File: src/rtl/branch_pred_pht.sv
// Direction predictor: PHT of saturating counters, indexed bimodally or with gshare.
// Lookup in fetch, prediction registered for decode, training from execute.
module branch_pred_pht #(
  parameter int PHT_LOG2  = 6,
  parameter int CTR_BITS  = 2,
  parameter int GHR_BITS  = 4,
  parameter int PERF_BITS = 32
) (
  input  logic                 clk,
  input  logic                 rst,
  input  logic [31:0]          pcF,
  input  logic                 lookupF,
  input  logic                 stallD,
  input  logic                 flushD,
  output logic                 pred_takenD,
  output logic [PHT_LOG2-1:0]  pred_idxD,
  output logic                 ready,
  input  logic                 upd_valid,
  input  logic [PHT_LOG2-1:0]  upd_idx,
  input  logic                 upd_taken,
  input  logic                 upd_mispred,
  output logic [PERF_BITS-1:0] perf_lookups,
  output logic [PERF_BITS-1:0] perf_mispred
);

  localparam int ENTRIES = 1 << PHT_LOG2;
  localparam logic [CTR_BITS-1:0] CTR_MAX = '1;
  localparam logic [CTR_BITS-1:0] CTR_WNT = CTR_BITS'((1 << (CTR_BITS - 1)) - 1);

  typedef enum logic {INIT, RUN} state_t;

  state_t               state, state_next;
  logic [PHT_LOG2-1:0]  sweep_ptr;
  logic [PHT_LOG2-1:0]  hist;
  logic [PHT_LOG2-1:0]  idx;
  logic [CTR_BITS-1:0]  ctr_cur, ctr_next;
  logic                 upd_en;
  logic                 unused_pc;

  logic [CTR_BITS-1:0]  pht [ENTRIES];

  assign ready     = (state == RUN);
  assign upd_en    = ready & upd_valid;
  assign idx       = pcF[PHT_LOG2+1:2] ^ hist;
  assign unused_pc = ^{pcF[31:PHT_LOG2+2], pcF[1:0]};

  // NOTE: sequential state uses non-blocking assignments so every register samples pre-edge values.
  always_ff @(posedge clk) begin
    if (rst) begin
      state     <= INIT;
      sweep_ptr <= '0;
    end else begin
      state <= state_next;
      if (state == INIT) sweep_ptr <= sweep_ptr + 1'b1;
    end
  end

  // NOTE: every always_comb output gets a default first so no latch is inferred.
  always_comb begin
    state_next = state;
    case (state)
      INIT:    if (&sweep_ptr) state_next = RUN;
      RUN:     state_next = RUN;
      default: state_next = INIT;
    endcase
  end

  // Non-speculative global history: only resolved branches shift in.
  generate
    if (GHR_BITS > 0) begin : g_ghr
      logic [GHR_BITS-1:0] ghr;
      always_ff @(posedge clk) begin
        if (rst)         ghr <= '0;
        else if (upd_en) ghr <= GHR_BITS'({ghr, upd_taken});
      end
      assign hist = PHT_LOG2'(ghr);
    end else begin : g_bimodal
      assign hist = '0;
    end
  endgenerate

  always_comb begin
    ctr_cur  = pht[upd_idx];
    ctr_next = ctr_cur;
    if (upd_taken) begin
      if (ctr_cur != CTR_MAX) ctr_next = ctr_cur + 1'b1;
    end else begin
      if (ctr_cur != '0) ctr_next = ctr_cur - 1'b1;
    end
  end

  // NOTE: the table has no reset branch; it is initialised by the INIT sweep, one entry per cycle.
  always_ff @(posedge clk) begin
    if (!rst) begin
      if (state == INIT) pht[sweep_ptr] <= CTR_WNT;
      else if (upd_valid) pht[upd_idx] <= ctr_next;
    end
  end

  // Reads the pre-update counter on a same-entry collision; there is no bypass.
  always_ff @(posedge clk) begin
    if (rst || flushD) begin
      pred_takenD <= 1'b0;
      pred_idxD   <= '0;
    end else if (!stallD) begin
      pred_takenD <= pht[idx][CTR_BITS-1] & lookupF & ready;
      pred_idxD   <= idx;
    end
  end

  always_ff @(posedge clk) begin
    if (rst) begin
      perf_lookups <= '0;
      perf_mispred <= '0;
    end else if (ready) begin
      if (lookupF && !stallD && !flushD && !(&perf_lookups))
        perf_lookups <= perf_lookups + 1'b1;
      if (upd_valid && upd_mispred && !(&perf_mispred))
        perf_mispred <= perf_mispred + 1'b1;
    end
  end

endmodule

File: config.mk
export PLATFORM = sky130hd
export DESIGN_NAME = branch_pred_pht
export DESIGN_NICKNAME = d
export VERILOG_FILES = /design/src/rtl/branch_pred_pht.sv
export SDC_FILE = /design/constraint.sdc
export NUM_CORES = 1
export LEC_CHECK = 0
export CAP_MARGIN = 25
export CORE_MARGIN = 2
export CORE_UTILIZATION = 55
export CTS_BUF_LIST = sky130_fd_sc_hd__clkbuf_16
export DETAILED_ROUTE_END_ITERATION = 16
export GPL_TIMING_DRIVEN = 1
export MAX_ROUTING_LAYER = met4
export PLACE_DENSITY = 0.84
export SETUP_SLACK_MARGIN = 0.15
export SYNTH_ARGS = -nofsm -noshare
export SYNTH_HDL_FRONTEND = slang
export SYNTH_SLANG_ARGS = --single-unit
File: constraint.sdc
create_clock -name clk -period 16.8 [get_ports clk]
set_input_delay 2.52 -clock clk [delete_from_list [all_inputs] [get_ports clk]]
set_output_delay 2.52 -clock clk [all_outputs]
set_load 0.005 [all_outputs]
==> results.toml <==
[status]
result_of_the_run = "complete, no violations"

[critical_path]
type_of_the_worst_setup_path = "input port to flop"
reg2reg_depth = 6
crit_path_start_kind = "input port"
cpMaxStageDelayCell = "clkdlybuf4s50_1"
critical_path_cell_by_cell = "clkdlybuf4s50_1 > mux4_2 > o22ai_1 > nor3_1 > a22oi_1 > and3_1 > a21oi_1 > o21ai_4 > buf_4"
crit_path_buffers_inverters = 2
critical_path_required_ns = 17.05
timing.critical_path.max_delay_family = "buffers and inverters"
critPathMaxStageDelay_ns = 1.15
r2r_slack_ns = 13.80
cp_max_fo = 46
endpoint_kind = "flop"
worst-path-stages = 9
critPathArrivalTime_ns = 5.91

[timing]
rsz0062_at_grt = "false"
final-hold-violation-count = 0
clock-skew-final_ns = 0.0238
timing.final.setup_violations = 0
finalSetupTns_ns = 0
finalMaxSlewViolations = 0
timing.fmax_mhz = 177
worst-slew-pin-transition_ns = 1.03
max_slew_margin_pct = 31.3
final.period_utilization_pct = 33.7
final_critical_period_ns = 5.66
fin_ws_ns = 11.14
fin_worst_hold_slack_ns = 0.489

[clocking]
postCtsSetupRepairBufs = 0
ctsHoldBuffers = 0
clk_path_buf_depth = 3
tritoncts = "done"
cts_sinks = 210
clock_latency_on_the_worst_skew_pair_ns = 0.51
clkSlewWorstSetupHoldPaths_ns = 0.06
cts_buffers = 23
post_cts_resize_count = 0
cts_max_level = 1
ctsRootBufferMaster = "clkbuf_16"

[placed_design]
numPortBuffers = 91
dpl_cell_area_mm2 = 0.0107
dp_hpwl_um = 14700
place_ws_ns = 10.69
place_congestion = 0.869

[logic_synthesis]
synth_flop_cell = "edfxtp_1"
synth.largest_area_cell = "edfxtp_1"
sequential_area_share_after_synthesis_pct = 57.1
asyncSetResetFlopFracSynth_pct = 0
syn-mean-instance-area_um2 = 11.7
syn_nets = 870
postSynthRegisterBits = 210
synth_commonest_cells = "nor2_1, edfxtp_1, dfxtp_1, nand2_1, mux4_2"
synth_top_cell_area_share_pct = 40.0
synth_enable_flop_cells = 128
count_of_mapped_cells_out_of_synthesis = 821
synthesis.area_mm2 = 0.00961
ys_types = 48
biggest_area_contributors_in_the_synthesized_netlist = "edfxtp_1, dfxtp_1, mux4_2"
yosysWarningCount = 0
synth_most_common_cell = "nor2_1"

[floorplan]
die_h_um = 136
area_of_the_placeable_core_mm2 = 0.0172
initial_utilization_pct = 56.0
die_w_um = 136
num_rows = 48
floorplan.io_pins = 118
floorplan.die_area_mm2 = 0.0186

[final_layout]
n_fill_cell = 1203
drive_above_1_share_pct = 11.0
finish.net_count = 957
fin_area_mm2 = 0.0115
fin_util_pct = 66.9
area_delta_synth_final_pct = 19.6

[route]
detailedRoute.firstPassIterationCount = 6
drt_iter0_drc = 625
vias_per_cell = 5.96
totalWireLength_um = 22300
detail_route.drc_violations = 0
drt.antenna.violating_nets = 0
routed-via-count = 6864
average_detailed_routed_wire_length_per_instance_um = 19.4

[grt]
grt_pass1_wl_um = 35000
antenna_found_initial = 1
grt_start_max_net_pins = 82
sum_of_overflow_across_all_layers_after_global_routing = 0
gr-usage-all-layers_pct = 25.1
number_of_global_route_vias_before_repair = 6641

[worst_hold_path]
timing.hold.worst.class = "flop to flop"
whs_path_depth = 2

[run]
maxCapViolCount = 0

[pwr]
worst_ir_drop_vdd_v = 0.0000740
powerDensity_mw_per_mm2 = 94.4
total_leakage_power_nw = 4.00
cell type report:
| type | instances | area (um^2) | share of cell area [%] |
|---|---|---|---|
| Inverter | 11 | 41.3 | 0.359 |
| Sequential cell | 210 | 5490 | 47.7 |
| Clock inverter | 19 | 168 | 1.46 |
| Tap cell | 225 | 282 | 2.45 |
| Timing Repair Buffer | 97 | 961 | 8.36 |
| Clock buffer | 23 | 576 | 5.01 |
| Antenna cell | 1 | 2.50 | 0.0218 |
| Multi-Input combinational cell | 565 | 3980 | 34.6 |
power breakdown:
part | switching [W] | internal [W]
logic | 0.0000278 | 0.0000193
clock network | 0.000198 | 0.000295
registers | 0.00000181 | 0.000542
total | 0.000228 | 0.000857
metrics by stage:
step | power, W | std cells
floorplan | 0.000585 | 821
global placement | 0.000600 | 1106
detailed placement | 0.000601 | 1107
CTS | 0.00109 | 1149
global route | 0.00111 | 1151
finish | 0.00108 | 1151
per-layer routing:
layer	track usage [%]	wire length, um
met3	5.59	2300
met2	39.4	10700
met1	32.7	8580
met4	8.04	704
met5	-	0
cell families (layout without fill, tap and decap cells):
| group | Yosys count | count (layout) | synth area share [%] |
|---|---|---|---|
| compound gates | 67 | 67 | 4.29 |
| xor+xnor | 66 | 66 | 6.01 |
| fa+ha+maj | 3 | 3 | 0.390 |
| buf+inv | 46 | 150 | 1.91 |
| other cells | 0 | 1 | 0 |
| mux | 57 | 57 | 12.2 |
| flops | 210 | 210 | 57.1 |
| simple gates | 372 | 372 | 18.2 |
worst paths after layout:
kind,from,end
worst max-delay path,upd_idx[2],pht[13][0]
worst min-delay path,pred_takenD,pred_takenD
worst min register to register,pred_takenD,pred_takenD
worst max register to register,ready,pht[2][0]
cell usage in the layout (no fill, tap or decap), types with 2 or more instances in the layout:
master,count
or2_2,2
nor2_1,163
nand2b_1,6
ha_1,3
xnor2_1,25
and2_1,9
nand4_1,13
a21oi_1,22
inv_1,15
dfxtp_1,82
o22ai_1,4
mux2i_1,9
o21a_1,3
edfxtp_1,128
clkinv_2,3
buf_4,4
nor2b_1,8
o21ai_0,9
bufinv_16,3
a31oi_1,6
nor4_1,4
xor2_1,39
xor2_2,2
clkdlybuf4s50_1,88
and4_1,7
o31ai_1,3
clkbuf_16,23
inv_6,2
buf_2,3
nand3b_1,6
a22oi_1,11
nand2_1,67
mux4_2,48
and3_1,12
nor3_1,12
nand3_1,46
clkinv_1,6
or3_1,8
a211oi_1,2
flip-flops by register name, indices dropped and copies added, names as in the netlist:
register and count:
perf_mispred 32, g_ghr.ghr 4, sweep_ptr 6, pht 128, pred_idxD 6, ready 1
pred_takenD 1, perf_lookups 32
worst min-delay path: stages, from the launching register on:
cell and delay, ns:
dfxtp_1 0.30, nand2_1 0.07, a21oi_1 0.06
Note: power is estimated with default switching activity, not from simulation.
